===== src/rtl/fsmd_count_direction_decoder.sv =====
// -----------------------------------------------------------------------------
// fsmd_count_direction_decoder
//   Receive-side checker for an up/down counter. Watches a sampled count bus,
//   recovers the count direction and flags holds, reversals, wrap-arounds and
//   illegal steps. It also tracks the current monotonic run length and a total
//   illegal-step count.
//
// Ports
//   clk        rising-edge clock
//   rst        synchronous active-high reset
//   count_in   observed counter value (WIDTH bits)
//   sample_en  count_in is valid this cycle
//   up         recovered direction (1=up), meaningful while dir_valid=1
//   dir_valid  direction locked
//   hold       pulse: sample equal to the previous sample
//   rev        pulse: direction reversed
//   wrap       pulse: legal step crossed max<->0
//   step_err   pulse: illegal step
//   run_len    consecutive same-direction steps, saturating (RUN_W bits)
//   err_cnt    illegal steps since reset, saturating (RUN_W bits)
// -----------------------------------------------------------------------------
module fsmd_count_direction_decoder #(
    parameter int WIDTH = 4,
    parameter int RUN_W = 8
) (
    input  logic             clk,
    input  logic             rst,
    input  logic [WIDTH-1:0] count_in,
    input  logic             sample_en,
    output logic             up,
    output logic             dir_valid,
    output logic             hold,
    output logic             rev,
    output logic             wrap,
    output logic             step_err,
    output logic [RUN_W-1:0] run_len,
    output logic [RUN_W-1:0] err_cnt
);

    typedef enum logic [1:0] {
        IDLE    = 2'd0,
        ACQUIRE = 2'd1,
        TRACK   = 2'd2
    } state_t;

    localparam logic [WIDTH-1:0] CNT_MAX = {WIDTH{1'b1}};
    localparam logic [WIDTH-1:0] CNT_ONE = {{(WIDTH-1){1'b0}}, 1'b1};
    localparam logic [RUN_W-1:0] RUN_MAX = {RUN_W{1'b1}};
    localparam logic [RUN_W-1:0] RUN_ONE = {{(RUN_W-1){1'b0}}, 1'b1};

    state_t           state_q, state_d;
    logic [WIDTH-1:0] prev_q, prev_d;
    logic             up_q, up_d;
    logic             dv_q, dv_d;
    logic             hold_q, hold_d;
    logic             rev_q, rev_d;
    logic             wrap_q, wrap_d;
    logic             err_q, err_d;
    logic [RUN_W-1:0] run_q, run_d;
    logic [RUN_W-1:0] ecnt_q, ecnt_d;

    // Step classification: modular difference against the previous sample.
    logic [WIDTH-1:0] delta;
    logic             is_up, is_dn, is_hold, is_step, wrap_step;

    always_comb begin
        delta     = count_in - prev_q;
        is_up     = (delta == CNT_ONE);
        is_dn     = (delta == CNT_MAX);
        is_hold   = (delta == '0);
        is_step   = is_up | is_dn;
        // A legal step that crosses the max<->0 boundary in either direction.
        wrap_step = (is_up && prev_q == CNT_MAX && count_in == '0) ||
                    (is_dn && prev_q == '0 && count_in == CNT_MAX);
    end

    always_comb begin
        state_d = state_q;
        prev_d  = prev_q;
        up_d    = up_q;
        dv_d    = dv_q;
        run_d   = run_q;
        ecnt_d  = ecnt_q;
        // Event outputs are pulses: cleared unless this sample raises them.
        hold_d  = 1'b0;
        rev_d   = 1'b0;
        wrap_d  = 1'b0;
        err_d   = 1'b0;

        if (sample_en) begin
            prev_d = count_in;
            unique case (state_q)
                IDLE: begin
                    // First sample only establishes the reference value.
                    state_d = ACQUIRE;
                end
                ACQUIRE: begin
                    if (is_step) begin
                        up_d    = is_up;
                        dv_d    = 1'b1;
                        run_d   = RUN_ONE;
                        wrap_d  = wrap_step;
                        state_d = TRACK;
                    end else if (is_hold) begin
                        hold_d = 1'b1;
                    end else begin
                        err_d = 1'b1;
                        if (ecnt_q != RUN_MAX) ecnt_d = ecnt_q + RUN_ONE;
                    end
                end
                TRACK: begin
                    if (is_step) begin
                        wrap_d = wrap_step;
                        if (is_up == up_q) begin
                            if (run_q != RUN_MAX) run_d = run_q + RUN_ONE;
                        end else begin
                            up_d  = is_up;
                            rev_d = 1'b1;
                            run_d = RUN_ONE;
                        end
                    end else if (is_hold) begin
                        hold_d = 1'b1;
                    end else begin
                        // Lose lock; up keeps its stale value.
                        err_d   = 1'b1;
                        if (ecnt_q != RUN_MAX) ecnt_d = ecnt_q + RUN_ONE;
                        dv_d    = 1'b0;
                        run_d   = '0;
                        state_d = ACQUIRE;
                    end
                end
                default: state_d = IDLE;
            endcase
        end
    end

    always_ff @(posedge clk) begin
        if (rst) begin
            state_q <= IDLE;
            prev_q  <= '0;
            up_q    <= 1'b0;
            dv_q    <= 1'b0;
            hold_q  <= 1'b0;
            rev_q   <= 1'b0;
            wrap_q  <= 1'b0;
            err_q   <= 1'b0;
            run_q   <= '0;
            ecnt_q  <= '0;
        end else begin
            state_q <= state_d;
            prev_q  <= prev_d;
            up_q    <= up_d;
            dv_q    <= dv_d;
            hold_q  <= hold_d;
            rev_q   <= rev_d;
            wrap_q  <= wrap_d;
            err_q   <= err_d;
            run_q   <= run_d;
            ecnt_q  <= ecnt_d;
        end
    end

    assign up        = up_q;
    assign dir_valid = dv_q;
    assign hold      = hold_q;
    assign rev       = rev_q;
    assign wrap      = wrap_q;
    assign step_err  = err_q;
    assign run_len   = run_q;
    assign err_cnt   = ecnt_q;

endmodule

===== config.mk =====
export PLATFORM = sky130hd
export DESIGN_NAME = fsmd_count_direction_decoder
export DESIGN_NICKNAME = d
export VERILOG_FILES = /design/src/rtl/fsmd_count_direction_decoder.sv
export SDC_FILE = /design/constraint.sdc
export NUM_CORES = 1
export LEC_CHECK = 0
export ABC_CLOCK_PERIOD_IN_PS = 3700
export CAP_MARGIN = 20
export CORE_MARGIN = 2
export CORE_UTILIZATION = 35
export DETAILED_ROUTE_END_ITERATION = 10
export PLACE_DENSITY_LB_ADDON = 0.15
export SLEW_MARGIN = 0
export SYNTH_ARGS = -nofsm -noshare
export SYNTH_HDL_FRONTEND = slang
export SYNTH_SLANG_ARGS = --single-unit

===== constraint.sdc =====
create_clock -name clk -period 3.7 [get_ports clk]
set_clock_uncertainty 0.05 [all_clocks]
set_input_delay 0.925 -clock clk [delete_from_list [all_inputs] [get_ports clk]]
set_output_delay 0.925 -clock clk [all_outputs]
set_load 0.02 [all_outputs]

# Word level (Yosys, flattened, before mapping)
# Index checks and enable logic that the tools add are counted.
# W data, S select, Z words.
# totals
rom_bits	0
out_inout_bits	22
memories	0
in_bits	7
wordCells	75
ramBits	0
latch_bits	0
regBits	28
# op_classes
n_div	0
addsub	3
n_shift	0
mul	0
bitwise	6
order_cmp	0
muxes	21
eq_ne	16
n_reduce_logical	19
# op_table
op	n
$mux W8	5
$reduce_and A5 Y1	4
$add A8 B1 Y8 const B	2
$ne A8 B8 Y1 const B	2
$pmux W8 S2	1
$eq A4 B4 Y1 const B	3
$logic_not A4 Y1	3
$reduce_or A4 Y1	3
$ne A2 B2 Y1 const B	5
$mux W1	9
$mux W2	3
$pmux W2 S3	1
$not A1 Y1	5
$eq A4 B1 Y1 const B	1
$logic_and A1 B1 Y1	4
$ne A4 B4 Y1 const B	1
$pmux W1 S2	2
$reduce_and A4 Y1	1
$sub A4 B4 Y4	1
$ne A3 B3 Y1 const B	1
$eq A2 B1 Y1 const B	1
$eq A2 B2 Y1 const B	1
$logic_not A2 Y1	1
$reduce_bool A2 Y1	1
4 further kinds	4

# Longest topological paths before layout
# Gate-level depths: netlist of run 1.
# logic_depth
depth_word	6
depth_mapped	10
ltp_nobuf	9

# Worst setup path after synthesis of run 1
# No wires, ideal clock.
# synth_timing
path_kind	input-to-reg
startpoint	in count_in[0]
endpoint	reg run_q[1] (netlist: run_len[1])
path_buffers	0
setup_time_ps	69
path_slack_ps	395
cell_stages	9
required_time_ps	3581
t_arrival_ps	3186
path_cell_list	inv_1 -> ha_1 -> fa_1 -> xor2_1 -> or3_4 -> and4_4 -> a311o_1 -> or4_1 -> o21ai_1
# synth_via
elab_chain_len	6
word_cells_on_any_way	13
classes_between	add/sub (1); eq/ne (6); mux (3); bitwise (1); reduce/logical (2)
# synth_lines
item	line_no	source
start, declared	28	input logic [WIDTH-1:0] count_in,
$sub A4 B4 Y4 *	67	delta = count_in - prev_q;
$eq A4 B1 Y1	68	is_up = (delta == CNT_ONE);
$eq A1 B1 Y1	114	if (is_up == up_q) begin
$mux W8	114	
$mux W8	112	if (is_step) begin
$pmux W8 S2	92	unique case (state_q)
end signal, assigned	158	run_q <= run_d;
end, declared	59	logic [RUN_W-1:0] run_q, run_d;
# Every way passes the cells marked *; elsewhere a longest branch is shown, timed or not.
# A chain may end at the register's enable or synchronous reset.

# Worst setup path after layout of run 1
# Same ends and word-level chain as after synthesis.

==> results of run 1 <==
[flip-flops by register name, indices dropped and copies added (netlist names)]
signal / cells
dir_valid: 1
step_err: 1
wrap: 1
run_len: 8
up: 1
hold: 1
prev_q: 4
state_q: 2
rev: 1
err_cnt: 8
[synth_stat cells (2+ instances only)]
| library cell | number |
|---|---|
| dfxtp_1 | 28 |
| nor2_1 | 22 |
| inv_1 | 13 |
| nand2_1 | 12 |
| nand3_1 | 12 |
| a21oi_1 | 10 |
| mux2i_1 | 9 |
| ha_1 | 8 |
| xor2_1 | 8 |
| a31oi_1 | 6 |
| nor3_1 | 6 |
| o221a_2 | 6 |
| and3_1 | 5 |
| clkbuf_1 | 4 |
| nand4_1 | 4 |
| nor4_1 | 4 |
| o21ai_0 | 3 |
| or3_1 | 3 |
| a211oi_1 | 2 |
| a21o_1 | 2 |
| and2_1 | 2 |
| nor4bb_1 | 2 |
| o21ai_1 | 2 |
[logic make-up after synthesis]
| family | Yosys count |
|---|---|
| AO/OA/AOI/OAI | 38 |
| XOR/XNOR | 8 |
| adder cells (fa/ha/maj) | 9 |
| buffers and inverters | 19 |
| flip-flops | 28 |
| multiplexers | 10 |
| AND/OR/NAND/NOR | 80 |
[final cells by class]
class                           instances  area, µm²
Clock buffer                            3      41.29
Fill cell                             446       2337
Inverter                               13      48.80
Multi-Input combinational cell        145      983.4
Sequential cell                        28      560.5
Tap cell                               52      65.06
Timing Repair Buffer                   41      377.9
[per-layer routing]
| metal | vias to the layer above | GRT usage [%] | wire (µm) |
|---|---|---|---|
| met5 | - | 0 | 0 |
| met1 | 669 | 21.39 | 1843 |
| li1 | 782 | - | - |
| met3 | 4 | 3.333 | 159 |
| met4 | 0 | 3.145 | 41 |
| met2 | 31 | 23.56 | 1605 |
[final timing paths]
path	from	endpoint	slack [ns]	cells past startpoint
hold reg to reg	state_q[1]$_SDFFE_PP0P_	state_q[1]$_SDFFE_PP0P_	0.43	2
setup / recovery	count_in[0]	run_len[1]$_SDFFE_PP0P_	0.16	10
setup reg to reg	prev_q[0]$_SDFFE_PP0P_	run_len[1]$_SDFFE_PP0P_	1.01	8
hold / removal	state_q[1]$_SDFFE_PP0P_	state_q[1]$_SDFFE_PP0P_	0.43	2
[report_power, final]
| part | switching [mW] | internal [mW] |
|---|---|---|
| logic | 0.0948 | 0.0821 |
| clock network | 0.0931 | 0.0732 |
| registers | 0.0116 | 0.313 |
[metrics by stage]
stage               power [mW]  area (µm²)  instances
floorplan               0.4398        1617        192
global placement        0.5081        2036        279
detailed placement      0.5086        2036        279
CTS                     0.6774        2077        282
global route            0.7088        2077        282
finish                  0.6678        2077        282
[worst register-to-register path: stages (launching register included)]
cell,delay [ns]
dfxtp_1,0.34
ha_1,0.21
fa_1,0.38
xor2_1,0.20
or3_4,0.34
and4_4,0.20
a311o_1,0.34
or4_1,0.50
o21ai_1,0.08
[cells in the final DEF (no fill, tap or decap), drive strengths merged, types with 2 or more instances in the layout]
cell type	count
and3	5
a211oi	2
or3	4
o21ai	5
dfxtp	28
nor4	4
nor3	6
nand4	4
buf	13
xor2	8
and4	2
o221a	6
a21oi	10
nand3	12
a21o	2
clkdlybuf4s50	28
clkbuf	3
nand2	12
and2	2
mux2i	9
a31oi	6
ha	8
nor2	22
inv	13
nor4bb	2
==> qor.csv, run 1 <==
stage;metric;value;unit
routing;vias;1486;
routing;drt_iter0_markers;53;
die;die-area;0.005178;mm²
synth;synth_fa_ha_area_share;7.430;%
placed_design;gp_congestion;0.8570;
clocking;post_cts_buffers;0;
critical_path;slowest_delay;0.50;ns
global_route;antenna_found_initial;0;
finish;final_util;47.05;%
synth;netlist_instances;192;
synth;netlist_area;0.001617;mm²
routing;wl;3650;µm
synth;yosysSeqAreaShare;34.67;%
critical_path;endpoint_kind;register;
clocking;clk_latency;0.27;ns
sta;period_needed;3.536;ns
clocking;h-tree-depth;1;
global_route;grt_use_total;15.04;%
pwr;p_leak;0.8198;nW
finish;nNetsFinal;248;
critical_path;cp.arrival;3.70;ns
synth;synthMuxAreaShare;6.269;%
global_route;grt_max_degree;15;
clocking;numCtsBuffers;3;
synth;synth_compound_area_share;16.72;%
synth;synth_top_family_by_area;simple AND/OR/NAND/NOR gates;
die;num_rows;24;
sta;tightest_slew;0.4986;ns
global_route;grt_overflow;0;
pwr;p_per_area;321.5;mW/mm²
die;die_h;71.96;µm
routing;final_antenna_net_count;0;
synth;synth_nets;208;
synth;synth-edff-count;0;
placed_design;dp_hpwl;2790;µm
critical_path;path_class;in -> reg;
critical_path;crit_buf_inv;2;
die;die_w;71.96;µm
sta;max_clock_freq;282.8;MHz
die;initial_core_util;36.62;%
synth;avgSynthCellArea;8.420;µm²
sta;rsz0062_at_grt;no;
critical_path;critPathMaxFanout;4;
clocking;clock-sinks;28;
synth;synthFlopType;dfxtp_1;
synth;synth-seq-cells;28;
clocking;cts_tree;built;
clocking;ctsResizeCount;0;
synth;synthDistinctLibCells;42;
status;outcome;finished, final reports clean;
global_route;grt_pass1_wl;6341;µm
synth;ys.warnings.count;0;
critical_path;slowest_stage;or4_1;
synth;synth_top_area_cell;dfxtp_1;
finish;drive_gt1_share;11.74;%
run;maxCapViolCount;0;
synth;ys_top_cells_by_area;dfxtp_1 35%, ha_1 6.2%, mux2i_1 5.6%, nor2_1 5.1%, xor2_1 4.3%;
synth;yosysTopAreaCellShare;34.67;%
die;io_pins;29;
pwr;irDropWorstVdd;0.2047;mV
sta;whs;0.4335;ns
clocking;clkTransAtPathRegs;0.09;ns
clocking;cts_hold_buffers;0;
routing;drtPass1Iterations;4;
finish;antennaDiodeCount;0;
critical_path;startpoint_type;input pin;
sta;hold_viol;0;
worst_hold_path;hold_path.class;reg -> reg;
clocking;cts-root-buf;clkbuf_8;
sta;period_share;95.56;%
sta;final_max_slew_viol_count;0;
finish;area_growth;28.48;%
placed_design;pre_cts_ws;-0.1243;ns
critical_path;crit_family;simple AND/OR/NAND/NOR gates;
synth;synthXorXnorAreaFrac;4.334;%
placed_design;portBuffers;28;
sta;final-setup-viol-count;0;
synth;yosys.area_share.simple;26.08;%
clocking;clockBufferDepth;2;
routing;viasPerCell;5.270;
sta;setup_tns;0;ns
synth;async_flop_share;0;%
die;core_area;0.004414;mm²
routing;drc_errors;0;
sta;slew_headroom;66.54;%
critical_path;required;3.86;ns
global_route;grt_pass1_vias;1429;
routing;wl_per_cell;12.94;µm
critical_path;crit_chain;clkdlybuf4s50_1, inv_1, ha_1, fa_1, xor2_1, or3_4, and4_4, a311o_1, or4_1, o21ai_1;
sta;setup_ws;0.1644;ns
No activity file was read; power rests on OpenSTA's default activity.
==> run 2: changes to the inputs <==
--- a/config.mk
+++ b/config.mk
@@ -5,12 +5,14 @@
 export SDC_FILE = /design/constraint.sdc
 export NUM_CORES = 1
 export LEC_CHECK = 0
-export ABC_CLOCK_PERIOD_IN_PS = 3700
+export ABC_CLOCK_PERIOD_IN_PS = 3400
 export CAP_MARGIN = 20
+export CORE_ASPECT_RATIO = 1.75
 export CORE_MARGIN = 2
 export CORE_UTILIZATION = 35
 export DETAILED_ROUTE_END_ITERATION = 10
 export PLACE_DENSITY_LB_ADDON = 0.15
+export SETUP_SLACK_MARGIN = 0.5
 export SLEW_MARGIN = 0
 export SYNTH_ARGS = -nofsm -noshare
 export SYNTH_HDL_FRONTEND = slang
==> constraint.sdc (replaced) <==
create_clock -name clk -period 3.4 [get_ports clk]
set_clock_uncertainty 0.05 [all_clocks]
set_input_delay 0.85 -clock clk [delete_from_list [all_inputs] [get_ports clk]]
set_output_delay 0.85 -clock clk [all_outputs]
set_load 0.02 [all_outputs]
==> run 2 against run 1 <==
Non-clock buffer count up 9. Hold slack worse by 0.0040 ns. Global-route usage up 1.2 points. Power up 28%. Core utilization up 4.2 points. Sequential share of layout area down 2.4 points. Clock-buffer cell count unchanged. Critical path depth unchanged. Setup slack better by 0.38 ns. Critical path type unchanged. Flip-flop and latch count unchanged.
==> qor.csv, run 2 (same netlist as run 1, synthesis figures left out) <==
stage;metric;value;unit
clocking;clk_latency;0.28;ns
placed_design;dp_hpwl;3101;µm
global_route;grt_max_degree;17;
routing;final_antenna_net_count;0;
die;die_h;93.91;µm
pwr;power_frac_clock;31.6;%
routing;drt_iter0_markers;32;
pwr;irDropWorstVdd;0.2188;mV
finish;drive_gt1_share;20.83;%
routing;drc_errors;0;
placed_design;portBuffers;28;
worst_hold_path;hold_path.class;reg -> reg;
clocking;clock-sinks;28;
clocking;h-tree-depth;1;
pwr;p_switching;243.3;µW
critical_path;timing.rr.start;prev_q[0]$_SDFFE_PP0P_;
finish;area_growth;40.87;%
routing;routed.top_layer;met4;
finish;layout_commonest_cell;dfxtp_1;
global_route;grt_pass1_wl;6996;µm
pwr;p_leak;0.9033;nW
finish;multi_input_area;0.001065;mm²
worst_hold_path;min_from;dir_valid$_SDFFE_PP0P_;
critical_path;startpoint_type;input pin;
routing;dr_wl_met3;97;µm
routing;wl_met2;2230;µm
sta;tightest_slew;0.5554;ns
finish;ff_latch_area;560.5;µm²
die;num_rows;32;
sta;period_needed;2.855;ns
pwr;p_comb_share;26.8;%
critical_path;crit_path_start;count_in[0];
global_route;grt_use_total;16.29;%
routing;met1Wirelength;1659;µm
finish;nNetsFinal;257;
sta;hold_viol;0;
finish;final_util;51.24;%
sta;max_clock_freq;350.2;MHz
routing;vias;1593;
global_route;antenna_found_initial;0;
die;initial_core_util;36.37;%
die;die_w;55.38;µm
pwr;seqPwrFrac;41.6;%
critical_path;critPathMaxFanout;4;
clocking;cts_hold_buffers;0;
critical_path;path_class;in -> reg;
status;outcome;finished, final reports clean;
global_route;grt_pass1_vias;1547;
placed_design;placed_cell_area;0.002135;mm²
routing;wl_per_cell;13.99;µm
clocking;clockBufferDepth;2;
sta;slew_headroom;62.86;%
routing;wl;4070;µm
finish;design_area;0.002277;mm²
die;io_pins;29;
global_route;grt_overflow;0;
die;die-area;0.005200;mm²
finish;antennaDiodeCount;0;
routing;viasPerCell;5.474;
clocking;cts_tree;built;
run;maxCapViolCount;0;
pwr;sw_frac_of_total;28.56;%
routing;drtPass1Iterations;4;
critical_path;required;3.57;ns
clocking;cts-root-buf;clkbuf_8;
placed_design;gp_congestion;0.8599;
finish;fillers;422;
pwr;p_int;608.6;µW
sta;rsz0062_at_grt;yes;
die;core_area;0.004444;mm²
sta;final-setup-viol-count;0;
pwr;p_per_area;374.1;mW/mm²
clocking;clkTransAtPathRegs;0.10;ns
sta;period_share;83.98;%
clocking;numCtsBuffers;3;
critical_path;endpoint_kind;register;
critical_path;cp.arrival;3.02;ns
sta;final_max_slew_viol_count;0;
finish;final_cell_mix;28 x dfxtp_1, 25 x clkdlybuf4s50_1, 22 x nor2_1;
[run 2: cell types whose count changed in the layout (fill, tap and decap cells not counted), sizes merged]
cell and change:
buf +10, clkdlybuf4s50 -3, bufinv +1, clkdlybuf4s15 +1
dlygate4sd2 +1
[run 2: repair_timing]
item                                    4_1_cts  5_1_grt
gates resized for setup                      13        9
gates cloned                                  0        1
setup buffers                                 0        0
endpoints found under the setup margin       22        8
pin swaps                                     3        6
[run 2: final cells by class]
class	instances	area share, %
clock buffers	3	1.813
clock inverters	1	1.319
flip-flops and latches	28	24.62
inverters	13	2.692
well taps	51	2.802
repair buffers	50	20.00
multi-input cells	145	46.76
[run 2: layer usage]
metal | GRT usage, % | vias up
met2 | 32.14 | 28
met3 | 1.791 | 10
met1 | 17.59 | 750
met4 | 5.081 | 0
li1 | - | 805
met5 | 0 | -
[run 2: worst paths after layout]
path                                           endpoint  cells after the start  slack [ns]
worst min-delay path             dir_valid$_SDFFE_PP0P_                      2        0.43
worst max register to register  run_len[1]$_SDFFE_PP0P_                      8        0.84
worst min register to register   dir_valid$_SDFFE_PP0P_                      2        0.43
worst max-delay path            run_len[1]$_SDFFE_PP0P_                     10        0.54
[run 2: power by group through the flow]
stage | clock (mW) | combinational [mW] | sequential (mW)
final | 0.269 | 0.228 | 0.354
after detailed placement | 0 | 0.214 | 0.361
after CTS | 0.277 | 0.218 | 0.354
after floorplan | 0 | 0.118 | 0.367
after global placement | 0 | 0.213 | 0.361
after global routing | 0.293 | 0.251 | 0.357
[run 2: worst max-delay path: stages]
cell and delay [ns]:
buf_12 0.09, inv_12 0.03, ha_4 0.15, fa_2 0.39, xor2_2 0.19, or3_4 0.33
and4_4 0.16, a311o_1 0.35, or4_1 0.41, o21ai_1 0.08
[run 2: per-stage QoR]
step	power (mW)	setup TNS, ns	instances	setup slack (ns)	hold slack [ns]
finish	0.8520	0	291	0.5446	0.4294
global route	0.9008	0	291	0.4843	0.4671
CTS	0.8487	0	290	0.5018	0.4305
detailed placement	0.5750	-4.140	286	-0.4053	0.4126
global placement	0.5744	-3.930	286	-0.3787	0.4143
floorplan	0.4850	0	192	0.2936	0.4015
==> run 3: changes to the inputs <==
--- a/config.mk
+++ b/config.mk
@@ -5,7 +5,7 @@
 export SDC_FILE = /design/constraint.sdc
 export NUM_CORES = 1
 export LEC_CHECK = 0
-export ABC_CLOCK_PERIOD_IN_PS = 3400
+export ABC_CLOCK_PERIOD_IN_PS = 2700
 export CAP_MARGIN = 20
 export CORE_ASPECT_RATIO = 1.75
 export CORE_MARGIN = 2
==> constraint.sdc (replaced) <==
create_clock -name clk -period 2.7 [get_ports clk]
set_clock_uncertainty 0.05 [all_clocks]
set_input_delay 0.675 -clock clk [delete_from_list [all_inputs] [get_ports clk]]
set_output_delay 0.675 -clock clk [all_outputs]
set_load 0.02 [all_outputs]
==> run 3 against run 2 <==
Sequential share of layout area shrank 4.3 points. Combinational power increased by 89%. Critical path type unchanged. Largest cell class unchanged. Clock power increased by 30%.
==> qor.csv, run 3 (same netlist as run 1, synthesis figures left out) <==
stage;metric;value;unit
sta;setup_tns;0;ns
finish;layout_commonest_cell;buf_4;
routing;vias;1726;
global_route;grt_max_degree;17;
die;num_rows;32;
critical_path;crit_path_start;count_in[0];
critical_path;required;2.88;ns
sta;whs;0.4418;ns
die;initial_core_util;36.37;%
global_route;grt_pass1_vias;1810;
routing;wl;4871;µm
pwr;p_per_area;443.6;mW/mm²
finish;final_util;62.22;%
routing;drtPass1Iterations;4;
sta;tightest_slew;0.4956;ns
global_route;grt_pass1_wl;8086;µm
pwr;p_leak;1.064;nW
critical_path;startpoint_type;input pin;
critical_path;critPathMaxFanout;3;
clocking;cts_hold_buffers;0;
clocking;clock-sinks;28;
die;die-area;0.005200;mm²
clocking;numCtsBuffers;3;
placed_design;pre_cts_ws;-0.9616;ns
sta;period_needed;2.667;ns
die;core_area;0.004444;mm²
sta;slew_headroom;66.92;%
clocking;clockBufferDepth;2;
pwr;irDropWorstVdd;0.2865;mV
worst_hold_path;hold_path.class;reg -> reg;
worst_hold_path;min_from;state_q[1]$_SDFFE_PP0P_;
finish;drive_gt1_share;42.42;%
pwr;power_frac_clock;28.5;%
routing;viasPerCell;5.479;
finish;nNetsFinal;281;
placed_design;gp_congestion;0.7692;
sta;final_max_slew_viol_count;0;
placed_design;placed_cells;295;
die;die_h;93.91;µm
critical_path;reg2reg_depth;10;
global_route;grt_overflow;0;
finish;area_growth;71.05;%
routing;drt_iter0_markers;37;
run;maxCapViolCount;0;
critical_path;timing.rr.start;prev_q[0]$_SDFFE_PP0P_;
pwr;p_total;1.227;mW
pwr;seqPwrFrac;36.4;%
routing;final_antenna_net_count;0;
worst_hold_path;min_delay_path_depth;2;
global_route;grt_use_total;19.22;%
status;outcome;finished, final reports clean;
critical_path;path_class;in -> reg;
die;io_pins;29;
critical_path;cp.arrival;2.85;ns
sta;final-setup-viol-count;0;
sta;hold_viol;0;
clocking;h-tree-depth;1;
pwr;p_switching;377.1;µW
placed_design;portBuffers;28;
placed_design;placed_cell_area;0.002215;mm²
die;die_w;55.38;µm
placed_design;dp_hpwl;3191;µm
clocking;cts_tree;built;
clocking;clk_latency;0.29;ns
clocking;cts-root-buf;clkbuf_8;
pwr;p_comb_share;35.1;%
sta;setup_ws;0.03341;ns
finish;antennaDiodeCount;0;
routing;wl_per_cell;15.46;µm
finish;design_area;0.002765;mm²
clocking;clkTransAtPathRegs;0.10;ns
sta;period_share;98.76;%
sta;max_clock_freq;375.0;MHz
critical_path;endpoint_kind;register;
global_route;antenna_found_initial;0;
sta;rsz0062_at_grt;yes;
pwr;sw_frac_of_total;30.74;%
pwr;p_int;849.6;µW
routing;drc_errors;0;
finish;final_cells;315;
finish;fillers;376;
finish;final_cell_mix;33 x buf_4, 26 x dfxtp_1, 24 x clkdlybuf4s50_1;
run 3: worst paths after layout:
path	end	slack, ns
max	run_len[1]$_SDFFE_PP0P_	0.03
min	state_q[1]$_SDFFE_PP0P_	0.44
max reg2reg	run_len[1]$_SDFFE_PP0P_	0.16
min reg2reg	state_q[1]$_SDFFE_PP0P_	0.44
run 3: area by class of cell:
type | instances | area [µm²] | area share (%)
Clock buffer | 3 | 41.29 | 1.493
Clock inverter | 1 | 30.03 | 1.086
Inverter | 13 | 61.31 | 2.217
Multi-Input combinational cell | 145 | 1323 | 47.83
Sequential cell | 28 | 563.0 | 20.36
Tap cell | 51 | 63.81 | 2.308
Timing Repair Buffer | 74 | 683.2 | 24.71
run 3: power by group through the flow:
stage,clock network (mW),registers [mW],logic [mW]
2_1_floorplan,0,0.462,0.153
3_3_place_gp,0,0.455,0.292
3_5_place_dp,0,0.455,0.294
4_1_cts,0.353,0.446,0.387
5_1_grt,0.363,0.449,0.463
6_report,0.349,0.447,0.431
run 3: per-layer routing:
| layer | up-vias | routed length, µm | track usage, % |
|---|---|---|---|
| met5 | - | 0 | 0 |
| met4 | 0 | 102 | 7.114 |
| met3 | 9 | 127 | 2.066 |
| met2 | 40 | 2771 | 38.29 |
| met1 | 826 | 1871 | 20.02 |
| li1 | 851 | - | - |
run 3: what timing repair did:
action | in CTS | in global routing
endpoints found under the setup margin | 24 | 24
resized for setup | 54 | 39
pin swaps | 21 | 15
buffers inserted | 14 | 1
cloned | 1 | 0
run 3: critical path, stage by stage:
cell,delay (ns)
buf_12,0.09
inv_12,0.03
ha_4,0.15
fa_2,0.35
xor2_2,0.20
buf_4,0.15
buf_4,0.14
nor2_1,0.10
nand4b_1,0.13
mux2_4,0.31
or4_4,0.48
o21ai_2,0.06
